==> src/rtl/fir_stream_param_if.sv <==
// Streaming interface for fir_stream_param.
//   i_valid/i_data           : input sample stream (one sample per valid cycle)
//   i_coeff_we/_addr/_data   : coefficient bank write port
//   o_valid/o_data/o_sat     : filtered output stream with saturation flag
// master = sample/coefficient source, slave = the filter.
interface fir_stream_param_if #(
  parameter int N_TAPS    = 15,
  parameter int WW_INPUT  = 8,
  parameter int WW_COEFF  = 8,
  parameter int WW_OUTPUT = 8
);
  localparam int AW = $clog2(N_TAPS);

  logic                        i_valid;
  logic signed [WW_INPUT-1:0]  i_data;
  logic                        i_coeff_we;
  logic        [AW-1:0]        i_coeff_addr;
  logic signed [WW_COEFF-1:0]  i_coeff_data;
  logic                        o_valid;
  logic signed [WW_OUTPUT-1:0] o_data;
  logic                        o_sat;

  modport master (
    output i_valid, i_data, i_coeff_we, i_coeff_addr, i_coeff_data,
    input  o_valid, o_data, o_sat
  );

  modport slave (
    input  i_valid, i_data, i_coeff_we, i_coeff_addr, i_coeff_data,
    output o_valid, o_data, o_sat
  );
endinterface

==> src/rtl/fir_stream_param.sv <==
// Parametrised direct-form FIR with valid-tagged streaming.
//   clk   : rising-edge clock
//   i_rst : asynchronous active-high reset (clears history, coefficients, pipeline)
//   strm  : fir_stream_param_if.slave (sample input, coefficient writes, output)
// Pipeline: product register, ceil(log2(N_TAPS)) registered adder levels,
// then a registered shift/saturate stage. A valid tag travels with the data.
module fir_stream_param #(
  parameter int N_TAPS    = 15,
  parameter int WW_INPUT  = 8,
  parameter int WW_COEFF  = 8,
  parameter int WW_OUTPUT = 8,
  parameter int SHIFT     = 7
) (
  input logic              clk,
  input logic              i_rst,
  fir_stream_param_if.slave strm
);
  localparam int unsigned NT  = N_TAPS;
  localparam int unsigned LVL = $clog2(N_TAPS);
  localparam int unsigned WP  = WW_INPUT + WW_COEFF;
  localparam int unsigned WA  = WP + LVL;

  localparam logic signed [WA-1:0] OMAX = {{(WA-WW_OUTPUT+1){1'b0}}, {(WW_OUTPUT-1){1'b1}}};
  localparam logic signed [WA-1:0] OMIN = ~OMAX;

  // Operand count at tree level l (level 0 = products).
  function automatic int unsigned nodes(input int unsigned l);
    return (NT + (32'd1 << l) - 32'd1) >> l;
  endfunction

  logic signed [WW_COEFF-1:0]  coeff_q [N_TAPS];
  logic signed [WW_INPUT-1:0]  dly_q   [1:N_TAPS-1];
  logic signed [WW_INPUT-1:0]  x       [N_TAPS];
  logic signed [WA-1:0]        prod_d  [N_TAPS];
  logic signed [WP-1:0]        mul;
  // Every level is held at the final width WA; operands are sign-extended, so
  // the arithmetic equals a tree that grows one bit per level. Column N_TAPS
  // is a constant zero spare so the right-operand index stays in range.
  logic signed [WA-1:0]        tree_q  [LVL+1][N_TAPS+1];
  logic        [LVL:0]         vld_q;

  logic signed [WA-1:0]        shifted;
  logic signed [WW_OUTPUT-1:0] o_data_d, o_data_q;
  logic                        o_sat_d, o_sat_q, o_valid_q;

  always_comb begin
    mul  = '0;
    x[0] = strm.i_data;
    for (int unsigned k = 1; k < NT; k++) x[k] = dly_q[k];
    for (int unsigned k = 0; k < NT; k++) begin
      mul       = WP'(coeff_q[k]) * WP'(x[k]);
      prod_d[k] = WA'(mul);
    end
  end

  // Coefficient bank; out-of-range addresses are dropped.
  always_ff @(posedge clk or posedge i_rst) begin
    if (i_rst) begin
      for (int unsigned k = 0; k < NT; k++) coeff_q[k] <= '0;
    end else if (strm.i_coeff_we && (32'(strm.i_coeff_addr) < NT)) begin
      coeff_q[strm.i_coeff_addr] <= strm.i_coeff_data;
    end
  end

  // Delay line advances only on valid samples.
  always_ff @(posedge clk or posedge i_rst) begin
    if (i_rst) begin
      for (int unsigned k = 1; k < NT; k++) dly_q[k] <= '0;
    end else if (strm.i_valid) begin
      dly_q[1] <= strm.i_data;
      for (int unsigned k = 2; k < NT; k++) dly_q[k] <= dly_q[k-1];
    end
  end

  // Products load on valid samples; tree levels and tags advance every cycle.
  always_ff @(posedge clk or posedge i_rst) begin
    if (i_rst) begin
      for (int unsigned l = 0; l <= LVL; l++)
        for (int unsigned j = 0; j <= NT; j++) tree_q[l][j] <= '0;
      vld_q <= '0;
    end else begin
      if (strm.i_valid)
        for (int unsigned k = 0; k < NT; k++) tree_q[0][k] <= prod_d[k];
      for (int unsigned l = 1; l <= LVL; l++) begin
        for (int unsigned j = 0; j < nodes(l); j++) begin
          if (2*j + 1 < nodes(l-1))
            tree_q[l][j] <= tree_q[l-1][2*j] + tree_q[l-1][2*j+1];
          else
            tree_q[l][j] <= tree_q[l-1][2*j];
        end
      end
      vld_q <= {vld_q[LVL-1:0], strm.i_valid};
    end
  end

  always_comb begin
    shifted  = tree_q[LVL][0] >>> SHIFT;
    o_sat_d  = 1'b0;
    o_data_d = shifted[WW_OUTPUT-1:0];
    if (shifted > OMAX) begin
      o_data_d = OMAX[WW_OUTPUT-1:0];
      o_sat_d  = 1'b1;
    end else if (shifted < OMIN) begin
      o_data_d = OMIN[WW_OUTPUT-1:0];
      o_sat_d  = 1'b1;
    end
  end

  // Output data/flag hold between valid results.
  always_ff @(posedge clk or posedge i_rst) begin
    if (i_rst) begin
      o_valid_q <= 1'b0;
      o_data_q  <= '0;
      o_sat_q   <= 1'b0;
    end else begin
      o_valid_q <= vld_q[LVL];
      if (vld_q[LVL]) begin
        o_data_q <= o_data_d;
        o_sat_q  <= o_sat_d;
      end
    end
  end

  assign strm.o_valid = o_valid_q;
  assign strm.o_data  = o_data_q;
  assign strm.o_sat   = o_sat_q;
endmodule

==> src/flat_wrapper.sv <==
// flat-port wrapper written by rule: the top's interface ports become plain ports
module fir_stream_param_flat 
#(
  parameter int N_TAPS    = 15,
  parameter int WW_INPUT  = 8,
  parameter int WW_COEFF  = 8,
  parameter int WW_OUTPUT = 8,
  parameter int SHIFT     = 7
)
  (clk, i_rst, strm_i_valid, strm_i_data, strm_i_coeff_we, strm_i_coeff_addr, strm_i_coeff_data, strm_o_valid, strm_o_data, strm_o_sat);
  fir_stream_param_if #(.N_TAPS(N_TAPS), .WW_INPUT(WW_INPUT), .WW_COEFF(WW_COEFF), .WW_OUTPUT(WW_OUTPUT)) strm_i ();
  input logic clk;
  input logic i_rst;
  input wire logic [$bits(strm_i.i_valid)-1:0] strm_i_valid;
  input wire logic [$bits(strm_i.i_data)-1:0] strm_i_data;
  input wire logic [$bits(strm_i.i_coeff_we)-1:0] strm_i_coeff_we;
  input wire logic [$bits(strm_i.i_coeff_addr)-1:0] strm_i_coeff_addr;
  input wire logic [$bits(strm_i.i_coeff_data)-1:0] strm_i_coeff_data;
  output wire logic [$bits(strm_i.o_valid)-1:0] strm_o_valid;
  output wire logic [$bits(strm_i.o_data)-1:0] strm_o_data;
  output wire logic [$bits(strm_i.o_sat)-1:0] strm_o_sat;
  assign strm_i.i_valid = strm_i_valid;
  assign strm_i.i_data = strm_i_data;
  assign strm_i.i_coeff_we = strm_i_coeff_we;
  assign strm_i.i_coeff_addr = strm_i_coeff_addr;
  assign strm_i.i_coeff_data = strm_i_coeff_data;
  assign strm_o_valid = strm_i.o_valid;
  assign strm_o_data = strm_i.o_data;
  assign strm_o_sat = strm_i.o_sat;
  fir_stream_param #(.N_TAPS(N_TAPS), .WW_INPUT(WW_INPUT), .WW_COEFF(WW_COEFF), .WW_OUTPUT(WW_OUTPUT), .SHIFT(SHIFT)) u_core (.clk(clk), .i_rst(i_rst), .strm(strm_i));
endmodule
==> config.mk <==
export PLATFORM = sky130hd
export DESIGN_NAME = fir_stream_param_flat
export DESIGN_NICKNAME = d
export VERILOG_FILES = /design/src/rtl/fir_stream_param_if.sv /design/src/rtl/fir_stream_param.sv /design/src/flat_wrapper.sv
export SDC_FILE = /design/constraint.sdc
export NUM_CORES = 2
export LEC_CHECK = 0
export CORE_MARGIN = 5
export CORE_UTILIZATION = 59
export DETAILED_ROUTE_END_ITERATION = 16
export DONT_BUFFER_PORTS = 1
export HOLD_SLACK_MARGIN = 0.06
export PLACE_DENSITY = 0.75
export SYNTH_ARGS = -nofsm -noshare
export SYNTH_HDL_FRONTEND = slang
export SYNTH_SLANG_ARGS = --single-unit
==> constraint.sdc <==
create_clock -name clk -period 64.9 [get_ports clk]
set_clock_uncertainty 0.15 [all_clocks]
set_input_delay 19.47 -clock clk [delete_from_list [all_inputs] [get_ports clk]]
set_output_delay 19.47 -clock clk [all_outputs]
set_load 0.005 [all_outputs]
==> summary by stage <==
Status
The flow ran to the end, and the final reports show no timing, DRC or antenna violations.

Placement
The final RePlAce weighted congestion is 0.887. Summed over all nets, the half-perimeter wirelength after detailed placement is 123 mm. The placed standard-cell area is 0.0742 mm^2. Prior to clock tree synthesis, the placed netlist has a worst setup slack of 41.14 ns. Buffers placed on the I/O ports in this run total 0.

Detailed routing
The violation count after the first detailed-routing iteration is 3304. After detailed routing, the number of remaining DRC violations is 0. The final layout contains routed wiring with a total length of 160 mm.

Summing over every cut layer, the via total after detailed routing is 49200. The detail-routed via count per cell is 5.59. The routed length per placed instance is 18.2 um. Once detail routing completed, the nets flagged for antenna violations numbered 0. The detailed-routing iteration count for the pre-antenna-repair pass is 6.

STA
In the finished design, the share of the clock period the worst path needs comes to 35.7%. The routed design could run at a clock period as short as 23.16 ns. The hold violation total from the final report is 0.

The worst slew margin relative to its limit is 28.5%. Timing would allow up to 43.2 MHz. Setup violations remaining at the end of the flow were counted as 0. The smallest setup slack after layout is 41.74 ns. The worst hold slack is 0.198 ns. The slew of the pin with the lowest slew margin is 1.07 ns. After routing, the total negative slack on setup checks comes to 0 ns. Setup repair after global routing left no endpoint under its margin. The number of pins with negative max-slew slack in the final report is 0.

CTS
The number of H-tree levels is 3. The clock-pin slew of the registers on the worst-case setup and hold paths is 0.06 ns. The number of buffers added for setup after CTS is 0.

The CTS tree is built. The quantity of gates resized following cts is 0. The number of buffers between clock root and the deepest sink is 3. The tree is rooted in a clkbuf_16. The number of buffers inserted during clock tree synthesis is 87. The sink count of the clock tree is 755.

Clock latency on the worst-skew pair, taken at its later pin, is 0.67 ns. The quantity of hold-fixing buffers added after cts is 0.

Yosys
The number of flops mapped to enable cells by yosys is 0. After synthesis, the netlist uses 74 different library cells. The yosys synthesis warning count is 0. The area of the mapped netlist is 0.0725 mm^2.

The number of nets in the synthesized netlist is 8673. The leading register cell type out of synthesis is dfrtp_1. A synthesized cell averages 10.2 um^2. The share of the Yosys chip area taken by registers is 26.0%. Counting flops and latches in the post-synthesis netlist gives 755. After synthesis, the share of flip-flops with an asynchronous set or reset is 100%. After technology mapping, the gate count stands at 7140.

Min path
The worst hold path belongs to the class reg -> reg.

Critical path
The endpoint required time on the critical path is 65.31 ns. The critical path buffer and inverter count is 4. The start-to-end type of the worst setup path is in -> reg. In this run the worst path has a maximum fanout of 9.

The longest individual stage delay on the worst path is 0.53 ns. Grouping stages by cell kind, the critical path spends the most delay in adder cells. For the worst setup path, the data arrival time is 23.57 ns. The startpoint kind of the worst setup timing path is an input pin. The cell type of the slowest stage on the worst timing path is fa_1. Walking the worst path, the cells encountered are and2_1 -> fa_1 -> inv_1 -> fa_1 -> inv_1 -> fa_1 -> inv_1 -> fa_1 -> inv_1 -> ha_1 -> o21a_1 -> o21ai_0 -> a21oi_1 -> o41ai_1 -> nand4b_1 -> o311ai_0.

The category of the worst setup path capture point is a register.

Layout
The proportion of layout cells with a drive suffix above 1 is 8.08%. The final layout contains 8637 nets. The multi-input combinational cells in the finished layout cover a total of 0.0483 mm^2.

The sequential cell area is 0.0189 mm^2. The total of fill cells in the finished design is 9863. The finished cells cover 0.0772 mm^2. The growth of design area from synthesis to finish is 6.36%.

GRT
The first-pass GRT wire length is 268 mm. The global router's overall resource usage is 25.3%. The initial antenna violation count came to 13. Entering global routing, the biggest net connects 376 pins.

The number of global-route vias before repair is 51200. The remaining global-route overflow is 0.

Floorplan
The die covers 0.130 mm^2. For this configuration, the core starts out at a cell density of 59.4%. The core area is 0.122 mm^2. The row count is 128.

34 I/O pins were placed. From left edge to right edge, the die measures 361 um. From bottom edge to top edge, the die measures 361 um.

Job
The max capacitance violation total is 0.
## synth_stat cells (all sizes together) (8+ instances only)
cell / count / area share, %
o21a: 111 / 1.1
nor4: 10 / 0.095
a31oi: 35 / 0.30
nand4: 14 / 0.12
nor2: 225 / 1.2
mux2i: 12 / 0.17
o211a: 13 / 0.18
nor2b: 146 / 1.3
a41o: 9 / 0.12
a21oi: 200 / 1.4
xnor2: 292 / 3.5
buf: 8 / 0.041
o41ai: 12 / 0.20
nand2: 408 / 2.1
o21bai: 16 / 0.17
a211oi: 49 / 0.51
nand2b: 71 / 0.61
fa: 838 / 23
or2: 12 / 0.10
a221oi: 12 / 0.18
o2111ai: 9 / 0.11
a21o: 103 / 1.1
clkbuf: 130 / 0.67
and3: 32 / 0.28
nand3: 42 / 0.29
nor3: 118 / 0.81
ha: 671 / 12
o31ai: 39 / 0.40
or3: 26 / 0.22
a21boi: 11 / 0.11
o211ai: 23 / 0.24
o31a: 9 / 0.11
xor2: 59 / 0.71
o311ai: 8 / 0.097
o2bb2ai: 12 / 0.14
inv: 1292 / 6.7
and2: 628 / 5.4
a211o: 18 / 0.22
nand3b: 15 / 0.16
a31o: 12 / 0.14
mux2: 371 / 5.8
dfrtp: 755 / 26
o21ai: 203 / 1.4
## stage by stage
step | instances | util [%]
final | 8801 | 63.2
after global routing | 8800 | 63.2
after CTS | 8800 | 63.2
after detailed placement | 8640 | 60.8
after global placement | 8640 | 60.8
after floorplan | 7140 | -
## metal layers
metal | GRT usage [%] | share of wire, % | vias up
li1 | - | - | 23000
met1 | 36.5 | 46 | 24900
met2 | 41.1 | 46 | 1126
met3 | 3.37 | 5.4 | 235
met4 | 5.86 | 2.4 | 0
met5 | 0 | 0 | -
## flip-flops by register name, indices dropped and copies added (netlist names)
name	cells
u_core.shifted	13
u_core.coeff_q	120
u_core.vld_q	5
u_core.strm.o_data	8
u_core.strm.o_sat	1
u_core.tree_q	495
u_core.dly_q	112
u_core.strm.o_valid	1
## cells in the final DEF (no fill, tap or decap), types with 13 or more instances in the layout
| cell type | n |
|---|---|
| o31ai_1 | 39 |
| nor2b_1 | 145 |
| nor2_1 | 225 |
| inv_1 | 1290 |
| a21o_1 | 102 |
| a211o_1 | 18 |
| xor2_1 | 59 |
| nand3b_1 | 14 |
| a21oi_1 | 200 |
| a211oi_1 | 48 |
| nand2_1 | 408 |
| clkinv_2 | 14 |
| a31oi_1 | 35 |
| ha_1 | 671 |
| xnor2_1 | 292 |
| clkbuf_8 | 16 |
| and2_1 | 628 |
| or3_1 | 26 |
| nand4_1 | 14 |
| clkbuf_16 | 89 |
| and3_1 | 32 |
| o21ai_0 | 195 |
| o21bai_1 | 16 |
| dfrtp_1 | 755 |
| o21a_1 | 111 |
| nand2b_1 | 71 |
| fa_1 | 838 |
| nand3_1 | 42 |
| mux2_2 | 371 |
| nor3_1 | 118 |
| o211ai_1 | 23 |
| o211a_1 | 13 |
## path summary, 6_finish.rpt
check | slack (ns) | to | cells after the start | from
worst max-delay path | 41.74 | u_core.tree_q[1594] | 16 | strm_i_data[1]
worst min-delay path | 0.20 | u_core.vld_q[4] | 0 | u_core.vld_q[3]
worst max register to register | 59.55 | u_core.tree_q[1454] | 16 | u_core.dly_q[58]
worst min register to register | 0.20 | u_core.vld_q[4] | 0 | u_core.vld_q[3]
max in group asynchronous | 43.49 | u_core.tree_q[1348] | 3 | i_rst
min in group asynchronous | 18.61 | u_core.tree_q[1258] | 1 | i_rst
## cell families (layout without fill, tap and decap cells)
family,after synthesis,after routing,share of synthesized area [%]
DFF,755,755,26.0
AOI/OAI and AO/OA,939,939,8.73
muxes,383,383,5.92
buffers and inverters,1430,1465,7.40
xor gates and xnor gates,351,351,4.24
adders and majority gates,1509,1509,34.7
and+or+nand+nor,1773,1773,13.0
other,0,1,0
## area by class of cell
class / instances / area share [%]
Sequential cell: 755 / 24.5
Clock inverter: 45 / 0.636
Multi-Input combinational cell: 4955 / 62.6
Timing Repair Buffer: 13 / 0.143
Clock buffer: 115 / 3.22
Antenna cell: 1 / 0.00324
Tap cell: 1625 / 2.64
Inverter: 1292 / 6.30
Power is left out: the tool's default activity adds up to more than one toggle a clock period on the data nets, which glitch-free logic cannot reach.
